--- config.mk ---
export PLATFORM = sky130hd
export DESIGN_NAME = lmem_copy_dma
export DESIGN_NICKNAME = d
export VERILOG_FILES = /design/src/rtl/lmem_copy_dma_pkg.sv /design/src/rtl/lmem_copy_dma_lane.sv /design/src/rtl/lmem_copy_dma.sv
export SDC_FILE = /design/constraint.sdc
export NUM_CORES = 1
export LEC_CHECK = 0
export ABC_AREA = 1
export CORE_UTILIZATION = 45
export DETAILED_ROUTE_END_ITERATION = 16
export PLACE_DENSITY = 0.78
export SLEW_MARGIN = 20
export SYNTH_ARGS = -nofsm -noshare
export SYNTH_HDL_FRONTEND = slang
export SYNTH_HIERARCHICAL = 1
export SYNTH_SLANG_ARGS = --single-unit
--- constraint.sdc ---
create_clock -name clk -period 6.2 [get_ports clk]
set_clock_uncertainty 0.15 [all_clocks]
set_input_delay 1.24 -clock clk [delete_from_list [all_inputs] [get_ports clk]]
set_output_delay 1.24 -clock clk [all_outputs]
set_load 0.005 [all_outputs]
--- src/rtl/lmem_copy_dma_pkg.sv ---
// Shared types for the local-memory copy engine: lane-field sizing, tag layout and FSM states.
package lmem_copy_dma_pkg;

  // Lane field is at least one bit wide so a single-lane engine still has an index to check.
  function automatic int lmem_lane_bits(input int num_lanes);
    return (num_lanes <= 2) ? 1 : $clog2(num_lanes);
  endfunction

  localparam int LMEM_DEF_TAG_WIDTH = 16;
  localparam int LMEM_DEF_LANE_BITS = 2;

  typedef struct packed {
    logic [LMEM_DEF_TAG_WIDTH-LMEM_DEF_LANE_BITS-2:0] pad;
    logic                                             parity;
    logic [LMEM_DEF_LANE_BITS-1:0]                    lane;
  } lmem_tag_t;

  typedef enum logic [2:0] {
    ST_IDLE     = 3'd0,
    ST_RD_ISSUE = 3'd1,
    ST_RD_WAIT  = 3'd2,
    ST_WR_ISSUE = 3'd3,
    ST_DONE     = 3'd4
  } lmem_dma_state_t;

endpackage

--- src/rtl/lmem_copy_dma_lane.sv ---
// One request lane: pending flags, read-data buffer and the registered request it presents.
module lmem_copy_dma_lane #(
  parameter int ADDR_WIDTH = 14,
  parameter int WORD_SIZE  = 4
) (
  input  logic                    clk,
  input  logic                    reset,
  input  logic                    load_rd,
  input  logic                    load_wr,
  input  logic                    load_mask,
  input  logic [ADDR_WIDTH-1:0]   load_addr,
  input  logic                    req_ready,
  input  logic                    rsp_we,
  input  logic [WORD_SIZE*8-1:0]  rsp_data,
  output logic                    req_valid,
  output logic                    req_rw,
  output logic [ADDR_WIDTH-1:0]   req_addr,
  output logic [WORD_SIZE-1:0]    req_byteen,
  output logic [WORD_SIZE*8-1:0]  req_data,
  output logic                    resp_pend
);

  logic                   req_pend_q, req_pend_d;
  logic                   resp_pend_q, resp_pend_d;
  logic                   rw_q, rw_d;
  logic [ADDR_WIDTH-1:0]  addr_q, addr_d;
  logic [WORD_SIZE*8-1:0] buf_q, buf_d;

  always_comb begin
    req_pend_d  = req_pend_q;
    resp_pend_d = resp_pend_q;
    rw_d        = rw_q;
    addr_d      = addr_q;
    buf_d       = buf_q;
    if (req_pend_q && req_ready) req_pend_d = 1'b0;
    if (rsp_we) begin
      resp_pend_d = 1'b0;
      buf_d       = rsp_data;
    end
    if (load_rd || load_wr) begin
      req_pend_d = load_mask;
      rw_d       = load_wr;
      addr_d     = load_addr;
    end
    if (load_rd) resp_pend_d = load_mask;
  end

  always_ff @(posedge clk) begin
    if (reset) begin
      req_pend_q  <= 1'b0;
      resp_pend_q <= 1'b0;
      rw_q        <= 1'b0;
      addr_q      <= '0;
      buf_q       <= '0;
    end else begin
      req_pend_q  <= req_pend_d;
      resp_pend_q <= resp_pend_d;
      rw_q        <= rw_d;
      addr_q      <= addr_d;
      buf_q       <= buf_d;
    end
  end

  assign req_valid  = req_pend_q;
  assign req_rw     = rw_q;
  assign req_addr   = addr_q;
  assign req_byteen = {WORD_SIZE{req_pend_q}};
  assign req_data   = (req_pend_q && rw_q) ? buf_q : '0;
  assign resp_pend  = resp_pend_q;

endmodule

--- src/rtl/lmem_copy_dma.sv ---
// Local-memory block copy engine: batched reads across lanes, then batched writes, until count words move.
//   state       | meaning
//   ST_IDLE     | waiting for start; responses dropped
//   ST_RD_ISSUE | read requests outstanding on masked lanes
//   ST_RD_WAIT  | all reads accepted, collecting responses
//   ST_WR_ISSUE | writing the buffered batch to the destination
//   ST_DONE     | one-cycle completion pulse
module lmem_copy_dma
  import lmem_copy_dma_pkg::*;
#(
  parameter int NUM_LANES  = 4,
  parameter int ADDR_WIDTH = 14,
  parameter int WORD_SIZE  = 4,
  parameter int TAG_WIDTH  = 16,
  parameter int CNT_WIDTH  = 16
) (
  input  logic                              clk,
  input  logic                              reset,
  input  logic                              start,
  input  logic [ADDR_WIDTH-1:0]             src_addr,
  input  logic [ADDR_WIDTH-1:0]             dst_addr,
  input  logic [CNT_WIDTH-1:0]              count,
  output logic                              busy,
  output logic                              done,
  output logic [NUM_LANES-1:0]              mem_req_valid,
  output logic [NUM_LANES-1:0]              mem_req_rw,
  output logic [NUM_LANES*ADDR_WIDTH-1:0]   mem_req_addr,
  output logic [NUM_LANES*WORD_SIZE-1:0]    mem_req_byteen,
  output logic [NUM_LANES*WORD_SIZE*8-1:0]  mem_req_data,
  output logic [NUM_LANES*TAG_WIDTH-1:0]    mem_req_tag,
  input  logic [NUM_LANES-1:0]              mem_req_ready,
  input  logic [NUM_LANES-1:0]              mem_rsp_valid,
  input  logic [NUM_LANES*WORD_SIZE*8-1:0]  mem_rsp_data,
  input  logic [NUM_LANES*TAG_WIDTH-1:0]    mem_rsp_tag,
  output logic [NUM_LANES-1:0]              mem_rsp_ready
);

  localparam int LANE_BITS = lmem_lane_bits(NUM_LANES);
  localparam int DW        = WORD_SIZE * 8;
  localparam int BW        = CNT_WIDTH + 1;

  lmem_dma_state_t         state_q, state_d;
  logic [ADDR_WIDTH-1:0]   src_q, src_d, dst_q, dst_d;
  logic [CNT_WIDTH-1:0]    cnt_q, cnt_d;
  logic [BW-1:0]           base_q, base_d;
  logic                    parity_q, parity_d;
  logic [NUM_LANES-1:0]    mask_q, mask_d;
  logic                    busy_q, done_q;

  logic                          load_rd, load_wr;
  logic [NUM_LANES-1:0]          req_left, resp_left, resp_pend, rsp_we, load_mask;
  logic [NUM_LANES*ADDR_WIDTH-1:0] load_addr;
  logic [NUM_LANES*DW-1:0]       rsp_wdata;
  logic                          rd_phase;

  assign rd_phase = (state_q == ST_RD_ISSUE) || (state_q == ST_RD_WAIT);

  // A response is routed by its tag, not by the lane it arrives on; stale parity is dropped.
  always_comb begin
    rsp_we    = '0;
    rsp_wdata = '0;
    for (int i = 0; i < NUM_LANES; i++) begin
      for (int j = 0; j < NUM_LANES; j++) begin
        if (rd_phase && mem_rsp_valid[j] &&
            mem_rsp_tag[j*TAG_WIDTH +: TAG_WIDTH] ==
              TAG_WIDTH'({parity_q, LANE_BITS'(i)})) begin
          rsp_we[i]              = 1'b1;
          rsp_wdata[i*DW +: DW]  = mem_rsp_data[j*DW +: DW];
        end
      end
    end
  end

  always_comb begin
    state_d   = state_q;
    src_d     = src_q;
    dst_d     = dst_q;
    cnt_d     = cnt_q;
    base_d    = base_q;
    parity_d  = parity_q;
    mask_d    = mask_q;
    load_rd   = 1'b0;
    load_wr   = 1'b0;
    load_addr = '0;
    req_left  = mem_req_valid & ~mem_req_ready;
    resp_left = resp_pend & ~rsp_we;

    unique case (state_q)
      ST_IDLE: begin
        if (start) begin
          src_d  = src_addr;
          dst_d  = dst_addr;
          cnt_d  = count;
          base_d = '0;
          if (count == '0) begin
            state_d = ST_DONE;
          end else begin
            state_d = ST_RD_ISSUE;
            load_rd = 1'b1;
          end
        end
      end
      ST_RD_ISSUE: begin
        if (req_left == '0) begin
          if (resp_left == '0) begin
            state_d = ST_WR_ISSUE;
            load_wr = 1'b1;
          end else begin
            state_d = ST_RD_WAIT;
          end
        end
      end
      ST_RD_WAIT: begin
        if (resp_left == '0) begin
          state_d = ST_WR_ISSUE;
          load_wr = 1'b1;
        end
      end
      ST_WR_ISSUE: begin
        if (req_left == '0) begin
          base_d   = base_q + BW'(NUM_LANES);
          parity_d = ~parity_q;
          if (base_d >= {1'b0, cnt_q}) begin
            state_d = ST_DONE;
          end else begin
            state_d = ST_RD_ISSUE;
            load_rd = 1'b1;
          end
        end
      end
      ST_DONE: state_d = ST_IDLE;
      default: state_d = ST_IDLE;
    endcase

    if (load_rd) begin
      for (int i = 0; i < NUM_LANES; i++)
        mask_d[i] = (32'(base_d) + 32'(i)) < 32'(cnt_d);
    end
    for (int i = 0; i < NUM_LANES; i++) begin
      load_addr[i*ADDR_WIDTH +: ADDR_WIDTH] = load_rd ?
        ADDR_WIDTH'(32'(src_d) + 32'(base_d) + 32'(i)) :
        ADDR_WIDTH'(32'(dst_q) + 32'(base_q) + 32'(i));
    end
  end

  assign load_mask = load_rd ? mask_d : mask_q;

  always_ff @(posedge clk) begin
    if (reset) begin
      state_q  <= ST_IDLE;
      src_q    <= '0;
      dst_q    <= '0;
      cnt_q    <= '0;
      base_q   <= '0;
      parity_q <= 1'b0;
      mask_q   <= '0;
      busy_q   <= 1'b0;
      done_q   <= 1'b0;
    end else begin
      state_q  <= state_d;
      src_q    <= src_d;
      dst_q    <= dst_d;
      cnt_q    <= cnt_d;
      base_q   <= base_d;
      parity_q <= parity_d;
      mask_q   <= mask_d;
      busy_q   <= (state_d != ST_IDLE);
      done_q   <= (state_d == ST_DONE);
    end
  end

  for (genvar i = 0; i < NUM_LANES; i++) begin : g_lane
    lmem_copy_dma_lane #(
      .ADDR_WIDTH (ADDR_WIDTH),
      .WORD_SIZE  (WORD_SIZE)
    ) u_lane (
      .clk        (clk),
      .reset      (reset),
      .load_rd    (load_rd),
      .load_wr    (load_wr),
      .load_mask  (load_mask[i]),
      .load_addr  (load_addr[i*ADDR_WIDTH +: ADDR_WIDTH]),
      .req_ready  (mem_req_ready[i]),
      .rsp_we     (rsp_we[i]),
      .rsp_data   (rsp_wdata[i*DW +: DW]),
      .req_valid  (mem_req_valid[i]),
      .req_rw     (mem_req_rw[i]),
      .req_addr   (mem_req_addr[i*ADDR_WIDTH +: ADDR_WIDTH]),
      .req_byteen (mem_req_byteen[i*WORD_SIZE +: WORD_SIZE]),
      .req_data   (mem_req_data[i*DW +: DW]),
      .resp_pend  (resp_pend[i])
    );

    // Tag is a function of lane and current batch parity, so it holds steady while valid is up.
    assign mem_req_tag[i*TAG_WIDTH +: TAG_WIDTH] = TAG_WIDTH'({parity_q, LANE_BITS'(i)});
  end

  assign busy          = busy_q;
  assign done          = done_q;
  assign mem_rsp_ready = '1;

endmodule

==> results.yml <==
outcome:
  status: "finished, final reports clean"
floorplanning:
  die_area_mm2: 0.0490
  fp.dieW_um: 221
  coreArea_mm2: 0.0476
  rows: 80
  io_pins: 525
  start_util: 0.455
  die_h_um: 221
synth:
  seq_area_frac_synth: 0.247
  yosys_register_bits: 267
  syn_inst: 3430
  synth_area_leaders: "dfxtp_1 25%, nor2_1 11%, o21ai_0 9.2%"
  synth.largest_area_cell: "dfxtp_1"
  synth_flop_cell: "dfxtp_1"
  synthesis.area_mm2: 0.0217
  yosysUniqueCellTypes: 58
  yosysWarningCount: 6
  synth_top_area_share: 0.247
  avgSynthCellArea_um2: 6.32
  synth_edf_count: 0
  async_reset_ff_frac: 0
cells_and_area:
  drive_above_1_share: 0.0717
  fill_cells: 4727
  syn_to_final_growth_pct: 26.3
  multiInputGateArea_mm2: 0.0131
  fin_cells: 4441
  regArea_mm2: 0.00535
  layout.nets: 4154
  fin_util: 0.574
clock_network:
  ctsHoldBuffers: 0
  clockBufferDepth: 3
  path_clk_slew_ns: 0.06
  numClockSinks: 267
  cts_max_level: 2
  cts_tree: "built"
  cts-resized-gates: 0
  numCtsBuffers: 35
  clk_latency_ns: 0.55
  cts_root_buf: "clkbuf_16"
  post_cts_buffers: 0
power:
  p_leak_nw: 12.9
  powerDensity_mw_per_mm2: 289
  ir_worst_vdd_mv: 0.282
worst_setup_path:
  cp.required_ns: 6.50
  cp_max_fo: 7
  start_kind: "input pin"
  end_kind: "register"
  crit_type: "in -> reg"
  cp.arrival_ns: 5.65
timing:
  finalHoldViolations: 0
  tightest_slew_ns: 1.08
  final.setup.worst_slack_ns: 0.849
  period_share: 0.863
  tns_ns: 0
  finalCriticalPeriod_ns: 5.35
  worst_hold_slack_ns: 0.314
  setup_viol: 0
  rsz0062_at_grt: "no"
  timing_max_transition_violations_final: 0
  max_slew_margin: 0.281
  max_freq_ghz: 0.187
global_routing:
  grt_usage: 0.349
  first_global_vias: 22600
  grt_pass1_wl_um: 133000
  antenna_found_initial: 9
  grt_overflow: 0
  grt_max_degree: 70
route:
  drc: 0
  first_pass_iters: 7
  drt-initial-drc-count: 3044
  wirelength_um: 88200
  wire_per_inst_um: 19.9
  viasPerCell: 5.47
  postRouteAntennaNets: 0
  vias: 24300
placement:
  hpwl_um: 64900
  io_buffers: 460
  dp_cells: 4373
  dp_slack_ns: 0.278
  gp_congestion: 1.02
run:
  maxCapViolCount: 0
worst_hold_path:
  hold_class: "reg -> reg"
[final timing paths]
path,from,endpoint,depth (start not counted),slack [ns]
worst min register to register,mask_q[0],mask_q[0],2,0.31
worst min-delay path,mask_q[0],mask_q[0],2,0.31
worst max-delay path,mem_req_ready[0],g_lane[1].u_lane/resp_pend,26,0.85
worst max register to register,base_q[3],g_lane[3].u_lane/req_addr[8],27,1.07
[per-layer routing]
layer / up-vias / wire length [µm] / track usage
met5: - / 38 / 0
met4: 6 / 5090 / 0.179
met3: 279 / 9010 / 0.0794
met2: 1398 / 40200 / 0.580
met1: 10900 / 33900 / 0.422
li1: 11700 / - / -
[area by class of cell]
type | instances | area share
inverter | 503 | 0.0692
sequential | 267 | 0.195
timing repair buffer | 529 | 0.187
clock inverter | 14 | 0.00631
multi-input combinational | 2459 | 0.477
tap | 615 | 0.0281
clock buffer | 49 | 0.0365
antenna | 5 | 0.000457
[cell usage in the layout, fill, tap and decap left out, types with 32 or more instances in the layout]
cell type	count
ha_1	110
nor3_1	39
a211oi_1	33
buf_4	69
nand4_1	32
o21ai_0	399
a21oi_1	138
o211ai_1	124
clkbuf_16	35
nand2_1	498
conb_1	64
dfxtp_1	267
inv_1	474
xor2_1	72
a22oi_1	43
nand3_1	99
nor2_1	618
clkdlybuf4s50_1	459
[report_power, final]
group	internal, mW	switching (mW)	leakage [nW]
combinational	1.39	2.20	10.2
sequential	2.00	0.190	2.18
clock	1.26	0.858	0.575
total	4.65	3.25	12.9
[cell families after synthesis]
| kind of cell | Yosys count | synth area share |
|---|---|---|
| buf+inv | 766 | 0.164 |
| compound gates | 772 | 0.205 |
| simple gates | 1429 | 0.286 |
| flops | 267 | 0.247 |
| xor+xnor | 82 | 0.0332 |
| other cells | 2 | 0.000347 |
| fa+ha+maj | 112 | 0.0654 |
[worst max-delay path, stage by stage]
cell and delay, ns:
clkdlybuf4s50_1 0.48, o22ai_1 0.18, inv_1 0.09, nand2_1 0.09, a21oi_1 0.49, o21ai_0 0.19
nand2_1 0.25, nor2_1 0.12, nand3_1 0.15, nor2_1 0.08, nand2_1 0.08, xor2_1 0.20
a21oi_1 0.09, ha_1 0.32, nand4_1 0.13, or3_1 0.33, o21ai_0 0.19, a21oi_1 0.10
o21ai_0 0.23, a22oi_1 0.10, nand2_1 0.08, nor2_1 0.04, nor2_1 0.11, inv_1 0.07
o21ai_0 0.16, nor2_1 0.06
[Yosys cell counts, drive strengths merged, types with 2 or more instances]
cell     instances
conb             2
clkinv           4
nand2          532
o22ai            4
o2111ai          2
inv            499
fa               2
nor3            41
nor2           663
xnor2           10
nor4            15
o211ai         124
buf            167
o21ai          407
a211oi          33
xor2            72
and2             2
dfxtp          267
nand3b           4
a31oi           10
nand4           32
a22oi           43
clkbuf          96
ha             110
a21oi          138
nand3          116
a21o             3
o21a             2
or2             21
[sequential cells by signal, summed over array words and instances (netlist names), 14 cells and up]
name,cells
g_lane.u_lane/req_addr,56
src_q,14
dst_q,14
cnt_q,16
base_q,17
g_lane.u_lane/buf_q,128
[through the flow]
| step | instance area, µm² | power, mW |
|---|---|---|
| CTS | 27300 | 7.89 |
| floorplan | 21900 | 4.48 |
| finish | 27400 | 7.90 |
| global placement | 26200 | 5.71 |
| global route | 27400 | 8.39 |
| detailed placement | 26200 | 5.73 |
Power figures use the tool's default switching activity.
